==> src/rtl/rotary_operand_ctrl.sv <==
// Rotary-encoder operand editor: synchronises and debounces the encoder and push button,
// decodes detents and edits operands A/B and the opcode selected by a 3-state field FSM.
module rotary_operand_ctrl #(
  parameter int DATA_W          = 8,
  parameter int OP_W            = 3,
  parameter int DEBOUNCE_CYCLES = 50000,
  parameter int SAT_MODE        = 0
) (
  input  logic              clk,
  input  logic              rst,
  input  logic              rot_a,
  input  logic              rot_b,
  input  logic              rot_center,
  output logic [DATA_W-1:0] A,
  output logic [DATA_W-1:0] B,
  output logic [OP_W-1:0]   opCode,
  output logic [1:0]        field_sel,
  output logic              update
);

  localparam int CNT_W = (DEBOUNCE_CYCLES > 1) ? $clog2(DEBOUNCE_CYCLES) : 1;
  localparam logic [CNT_W-1:0]  CNT_LAST = CNT_W'(DEBOUNCE_CYCLES - 1);
  localparam logic [DATA_W-1:0] DATA_MAX = '1;

  typedef enum logic [1:0] {
    FIELD_A  = 2'd0,
    FIELD_B  = 2'd1,
    FIELD_OP = 2'd2
  } field_t;

  // Bit 0 = channel A, bit 1 = channel B, bit 2 = push button.
  logic [2:0]       raw, sync1, sync2, deb, deb_d;
  logic [CNT_W-1:0] cnt [3];

  field_t            state, state_next;
  logic [DATA_W-1:0] a_next, b_next;
  logic [OP_W-1:0]   op_next;
  logic              step, step_cw, press, changed, changed_q;

  assign raw = {rot_center, rot_b, rot_a};

  always_ff @(posedge clk) begin
    if (rst) begin
      sync1 <= '0;
      sync2 <= '0;
      deb   <= '0;
      deb_d <= '0;
      for (int i = 0; i < 3; i++) cnt[i] <= '0;
    end else begin
      sync1 <= raw;
      sync2 <= sync1;
      deb_d <= deb;
      for (int i = 0; i < 3; i++) begin
        if (sync2[i] == deb[i]) begin
          cnt[i] <= '0;
        end else if (cnt[i] == CNT_LAST) begin
          deb[i] <= sync2[i];
          cnt[i] <= '0;
        end else begin
          cnt[i] <= cnt[i] + 1'b1;
        end
      end
    end
  end

  // Only a rising edge of debounced A is a detent; B's level gives the direction.
  assign step    = deb[0] & ~deb_d[0];
  assign step_cw = ~deb[1];
  assign press   = deb[2] & ~deb_d[2];

  function automatic logic [DATA_W-1:0] adj_data(input logic [DATA_W-1:0] v, input logic up);
    if (up) begin
      if (SAT_MODE != 0 && v == DATA_MAX) return v;
      return v + 1'b1;
    end
    if (SAT_MODE != 0 && v == '0) return v;
    return v - 1'b1;
  endfunction

  always_comb begin
    a_next     = A;
    b_next     = B;
    op_next    = opCode;
    state_next = state;
    // The step edits the field selected before any same-cycle press takes effect.
    if (step) begin
      case (state)
        FIELD_A:  a_next  = adj_data(A, step_cw);
        FIELD_B:  b_next  = adj_data(B, step_cw);
        FIELD_OP: op_next = step_cw ? opCode + 1'b1 : opCode - 1'b1;
        default:  ;
      endcase
    end
    case (state)
      FIELD_A:  if (press) state_next = FIELD_B;
      FIELD_B:  if (press) state_next = FIELD_OP;
      FIELD_OP: if (press) state_next = FIELD_A;
      default:  state_next = FIELD_A;
    endcase
    changed = (a_next != A) || (b_next != B) || (op_next != opCode) || (state_next != state);
  end

  always_ff @(posedge clk) begin
    if (rst) begin
      A         <= '0;
      B         <= '0;
      opCode    <= '0;
      state     <= FIELD_A;
      changed_q <= 1'b0;
      update    <= 1'b0;
    end else begin
      A         <= a_next;
      B         <= b_next;
      opCode    <= op_next;
      state     <= state_next;
      changed_q <= changed;
      update    <= changed_q;
    end
  end

  assign field_sel = state;

endmodule
==> config.mk <==
export PLATFORM = sky130hd
export DESIGN_NAME = rotary_operand_ctrl
export DESIGN_NICKNAME = d
export VERILOG_FILES = /design/src/rtl/rotary_operand_ctrl.sv
export SDC_FILE = /design/constraint.sdc
export NUM_CORES = 1
export LEC_CHECK = 0
export BUFFER_PORTS_ARGS = -buffer_cell sky130_fd_sc_hd__buf_2
export CAP_MARGIN = 40
export CORE_UTILIZATION = 60
export CTS_CLUSTER_DIAMETER = 40
export DETAILED_ROUTE_END_ITERATION = 16
export PLACE_DENSITY_LB_ADDON = 0.12
export SYNTH_ARGS = -nofsm -noshare
export SYNTH_HDL_FRONTEND = slang
export SYNTH_SLANG_ARGS = --single-unit
==> constraint.sdc <==
create_clock -name clk -period 2.42 [get_ports clk]
set_input_delay 0.484 -clock clk [delete_from_list [all_inputs] [get_ports clk]]
set_output_delay 0.484 -clock clk [all_outputs]
set_load 0.02 [all_outputs]
# Yosys cells after proc, flatten, opt, wreduce, memory -nomap -nowiden
# Memories as Yosys holds them, arrays and structs flattened.
# Cells that the tools add are included.
[classes]
shift = 0
bitwise = 16
n_eq_ne = 12
mul = 0
n_mux = 64
n_lt_le_gt_ge = 0
n_addsub = 9
reduce_logical = 7
div_mod_pow = 0
[op_table]
columns = ["op", "n"]
rows = [
  ["$mux 16", 9],
  ["$mux 8", 8],
  ["$add 16x1->16 const B", 3],
  ["$eq 16x16->1 const B", 3],
  ["$mux 1", 40],
  ["$add 8x1->8 const B", 2],
  ["$ne 8x8->1", 2],
  ["$sub 8x1->8 const B", 2],
  ["$mux 3", 3],
  ["$or 1x1->1", 9],
  ["$mux 2", 3],
  ["$pmux 2 s3", 1],
  ["$reduce_and 2->1", 3],
  ["$not 1->1", 5],
  ["$add 3x1->3 const B", 1],
  ["$eq 1x1->1", 3],
  ["$logic_or 1x1->1", 3],
  ["$ne 3x3->1", 1],
  ["$sub 3x1->3 const B", 1],
  ["$and 1x1->1", 2],
  ["$eq 2x1->1 const B", 1],
  ["$eq 2x2->1 const B", 1],
  ["$logic_not 2->1", 1],
  ["$ne 2x2->1", 1],
]
[word_totals]
regBits = 35
memories = 1
mem_bits_ro = 0
mem_bits_rw = 48
inputBits = 5
elab_cells = 121
out_inout_bits = 22
latch_bits = 0
[mem_list]
columns = ["name", "depth", "word_bits", "read_ports", "rd_clocked_by_memory_dff", "write_ports", "line_no", "source"]
rows = [
  ["cnt", 3, 16, 3, 0, 3, "33", "logic [CNT_W-1:0] cnt [3];"],
]

# Logic depth before layout (Yosys ltp)
[depth]
ltp_word = 10
ltp_mapped = 9
depth_no_buf = 6

# Worst setup path after synthesis
# No wires, ideal clock.
[synth_timing]
kind = "reg2reg"
startpoint = "register deb[1]"
endpoint = "register A[7]"
required_ps = 2299
slack_ps = 343
setup_ps = 121
arrival_time_ps = 1956
n_path_buf = 0
path_stages_with_launch = 7
path_cell_list = "dfxtp_1 > ha_1 > a211oi_1 > nor3_1 > mux2i_1 > a21oi_1 > mux2_2"
[synth_between]
elab_chain_len = 6
[synth_lines]
columns = ["item", "line_no", "source"]
rows = [
  ["start, declared", "32", "logic [2:0] raw, sync1, sync2, deb, deb_d;"],
  ["start signal, assigned by index", "57", "deb[i] <= sync2[i];"],
  ["$mux 1", "72", "if (up) begin"],
  ["$mux 1", "87", "case (state)"],
  ["$mux 1", "86", "if (step) begin"],
  ["$mux 8", "76", "if (SAT_MODE != 0 && v == '0) return v;"],
  ["$mux 8", "87", ""],
  ["$mux 8", "86", ""],
  ["end signal, assigned", "112", "A <= a_next;"],
  ["end, declared", "14", "output logic [DATA_W-1:0] A,"],
]
# Every way passes these cells. The select of a mux whose other input is x is not followed.
# A chain may end at the register's enable or synchronous reset.

# Final worst setup path
[layout_timing]
startpoint = "register deb[1]"
endpoint = "register B[6]"
[layout_between]
elab_chain_len = 6
[layout_lines]
columns = ["item", "line_no", "source"]
rows = [
  ["$mux 1", "72", ""],
  ["$mux 1", "87", ""],
  ["$mux 1", "86", ""],
  ["$mux 8", "76", ""],
  ["$mux 8", "87", ""],
  ["$mux 8", "86", ""],
  ["end signal, assigned", "113", "B <= b_next;"],
  ["end, declared", "15", "output logic [DATA_W-1:0] B,"],
]
# Every way passes these cells. The select of a mux whose other input is x is not followed.

==> results.rst <==
.. list-table::
   :header-rows: 1

   * - Metric
     - Value
   * - Via count of the first global-routing pass
     - 2910
   * - Buffers on Ports
     - 26
   * - Predominant post-synthesis flop cell
     - sky130_fd_sc_hd__edfxtp_1
   * - GP Congestion
     - 0.9078
   * - Most frequent cells in the layout
     - sky130_fd_sc_hd__nor2_1 (70), sky130_fd_sc_hd__edfxtp_1 (48), sky130_fd_sc_hd__conb_1 (48)
   * - Worst setup skew after layout
     - 0.005664 ns
   * - Simple-gate share of the synthesized area
     - 0.2328
   * - Die outline area
     - 0.007555 mm2
   * - Detailed-routing iteration count for the pre-antenna-repair pass
     - 5
   * - Routed vias
     - 3126
   * - Startpoint-to-endpoint class of the critical path
     - flop to flop
   * - Min Tclk post-route
     - 2.259 ns
   * - Clock Latency Late Sink
     - 0.35 ns
   * - Antenna violations before repair
     - 0
   * - Num CTS Buffers
     - 9
   * - Number of cells on the worst hold path
     - 2
   * - TritonCTS clock tree
     - built
   * - Compound-gate portion of the synthesized area
     - 0.06160
   * - Max-cap violations
     - 0
   * - Critical path endpoint category
     - flop
   * - Worst min-delay path startpoint
     - rot_b
   * - Synth Instances
     - 427
   * - Worst ir drop on vdd
     - between 0.3 and 0.4 mV
   * - Post-layout nets
     - 525
   * - Main combinational cell family by area after synthesis
     - simple AND/OR/NAND/NOR gates
   * - Post-cts repair resize count
     - 0
   * - Worst-path fanout max
     - 13
   * - Transition time of the tightest slew-check pin
     - 0.5993 ns
   * - Per-instance average area after synthesis
     - 10.13 um2
   * - Hold buffers post-CTS
     - 0
   * - Std-Cell Rows
     - 30
   * - Number of diodes added for antenna fixing
     - 0
   * - Worst Hold End
     - sync1[1]
   * - Share of cells above drive strength 1
     - 0.1085
   * - Count of unresolved DRC violations after routing
     - 0
   * - TNS Setup
     - 0 ns
   * - DP Wirelength
     - 5.300 mm
   * - Type of the tightest min-delay check
     - input pin to flop
   * - Max_slew headroom
     - 0.5987
   * - Layout area overhead
     - 14.75%
   * - Worst stage delay on the critical path
     - roughly 0.46 ns
   * - Setup repair after global routing missed its margin
     - no
   * - Synth Area in XOR/XNOR
     - 0.1134
   * - Cell area after technology mapping
     - 0.004327 mm2
   * - Arr. time, crit path
     - approximately 2.5 ns
   * - All-Layer GR Usage
     - 0.2180
   * - Critical R2R Launch
     - deb[1]
   * - Total wirelength of the detailed-routed design
     - 7.609 mm
   * - Number of cell instances on the worst register-to-register path
     - 7
   * - Achievable frequency
     - 442.7 MHz
   * - Top cell type's share of synthesized area
     - 0.3331
   * - IO Count
     - 27
   * - Power per cell area
     - 562.1 mW/mm2
   * - Crit share post-route
     - 0.9334
   * - Cell leakage power
     - 1.987 nW
   * - H-tree levels
     - 3
   * - Cell area after layout
     - between 0.004 and 0.005 mm2
   * - Clock sink count
     - 82
   * - Worst EP required
     - 2.66 ns
   * - Number of warning messages in the yosys log
     - 0
   * - Flip-flop and latch count after synthesis
     - between 80 and 90
   * - Vias per cell
     - 5.184
   * - Register-to-register setup slack
     - 0.16 ns
   * - Count of final hold-check violations
     - 0
   * - GRT overflow
     - 0
   * - Initial core utilization
     - 0.6299
   * - Area leader, netlist
     - sky130_fd_sc_hd__edfxtp_1
   * - Residual antenna-violating net count after detailed routing
     - 0
   * - Synth Area in Adders
     - 0.05726
   * - Area contributors post-synth
     - sky130_fd_sc_hd__edfxtp_1 (33%), sky130_fd_sc_hd__dfxtp_1 (16%), sky130_fd_sc_hd__nor2_1 (6.1%)
   * - Final-report setup violation count
     - 0
   * - Number of synthesized flops with an enable pin
     - 48
   * - Number of distinct library cells after synthesis
     - 51
   * - Result of the run
     - complete, no violations
   * - Placed cell area
     - 0.004727 mm2
   * - CTS clk-pin slew, worst paths
     - around 0.080 ns
   * - Most frequent standard cell in the layout excluding fill and tap cells
     - sky130_fd_sc_hd__nor2_1
   * - Post-CTS Setup Repair Bufs
     - 0
   * - Maximum number of pins on one net before global-route repair
     - 28
   * - Register area share after synthesis
     - 0.4905
   * - Max-slew violations
     - 0
   * - Violation count after the first detailed-routing iteration
     - 84
   * - Longest Clk Path Bufs
     - 2
   * - Core box area
     - 0.006869 mm2
   * - Die height
     - 86.92 um
   * - Crit-path cells
     - buf_4, fa_1, a21o_1, a21oi_1, o21ai_0, mux2i_1, a311o_2
   * - Post-synthesis async set-or-reset flop share
     - 0
   * - Kind of start point of the critical path
     - flop
   * - Cell with the biggest individual delay on the critical path
     - sky130_fd_sc_hd__dfxtp_1
   * - Share of cell area taken by muxes after synthesis
     - 0.01909
   * - Die X
     - 86.92 um
   * - Clock tree root driver cell
     - sky130_fd_sc_hd__clkbuf_8
   * - Worst R2R End
     - B[6]
   * - Final routed wire length divided by cell count
     - 12.62 um
   * - Final design utilization
     - 0.7228
   * - Wire length of the first global-routing pass
     - 12.79 mm
-- cell usage after synthesis, drive strengths merged (2+ instances only) --
cell type and n:
and3 11, and4 4, o211ai 3, nand2 35
nor3b 4, a21o 4, xor2 29, nand2b 4
dfxtp 34, nor2b 13, nor4b 2, mux2 2
ha 15, a21oi 17, edfxtp 48, o21ai 7
nand4b 3, nor4 3, buf 9, mux2i 6
nor3 6, nand3b 2, clkbuf 6, inv 6
fa 3, nor2 70, xnor2 27, nand4 12
or3b 2, or3 6, a211oi 4, nand3 17
a31oi 2
-- sequential cells by signal, summed over array words and instances (netlist names), 3 cells and up --
| register | count |
|---|---|
| A | 8 |
| B | 8 |
| cnt | 48 |
| deb | 3 |
| opCode | 3 |
| sync1 | 3 |
| sync2 | 3 |
-- where the power goes --
group          total (mW)  internal (mW)  switching (mW)
Combinational      0.0909         0.0367          0.0542
Sequential           1.55           1.51          0.0377
Clock                1.15          0.664           0.485
Total                2.79           2.21           0.577
-- logic make-up after synthesis --
kind of cell | Yosys count
adder cells (fa/ha/maj) | 18
AND/OR/NAND/NOR | 198
AO/OA/AOI/OAI | 43
XOR/XNOR | 56
other | 1
buffers and inverters | 21
flip-flops | 82
multiplexers | 8
-- through the flow --
step                setup slack (ns)  hold slack (ns)  instances  power [mW]
finish                        0.1611           0.3487        603       2.791
global route                 0.05679           0.3821        603       2.896
CTS                           0.1682           0.3324        603       2.820
floorplan                     0.3430           0.4138        474       1.644
global placement              0.2661           0.4195        587       1.666
detailed placement            0.1994           0.4245        587       1.671
-- worst max path at each step --
| stage | startpoint | endpoint | cells past startpoint |
|---|---|---|---|
| 3_3_place_gp | deb[1] | B[6] | 7 |
| 4_1_cts | deb[1] | B[6] | 7 |
| 2_1_floorplan | deb[1] | A[7] | 6 |
| 6_report | deb[1] | B[6] | 7 |
| 5_1_grt | deb[1] | A[7] | 7 |
| 3_5_place_dp | deb[1] | B[6] | 7 |
-- cell type report --
type	instances	area, um2
multi-input combinational	371	2275
sequential	82	2122
fill	534	1904
timing repair buffer	32	187.7
clock buffer	12	165.2
tap	96	120.1
clock inverter	4	72.57
inverter	6	22.52
-- metal layers --
layer  global-route usage  vias to the layer above  share of wire
met5                    0                        -              0
met2               0.3486                       52           0.48
met4              0.08333                        0         0.0060
met3              0.04550                        6          0.031
met1               0.2920                     1451           0.48
li1                     -                     1617              -
-- critical path, delay by kind of cell, from the launching register on --
kind	cells	cell delay (ns)
buf+inv	1	0.22
compound gates	4	0.92
flops	1	0.46
fa+ha+maj	1	0.41
mux	1	0.14
Power figures use the tool's default switching activity.
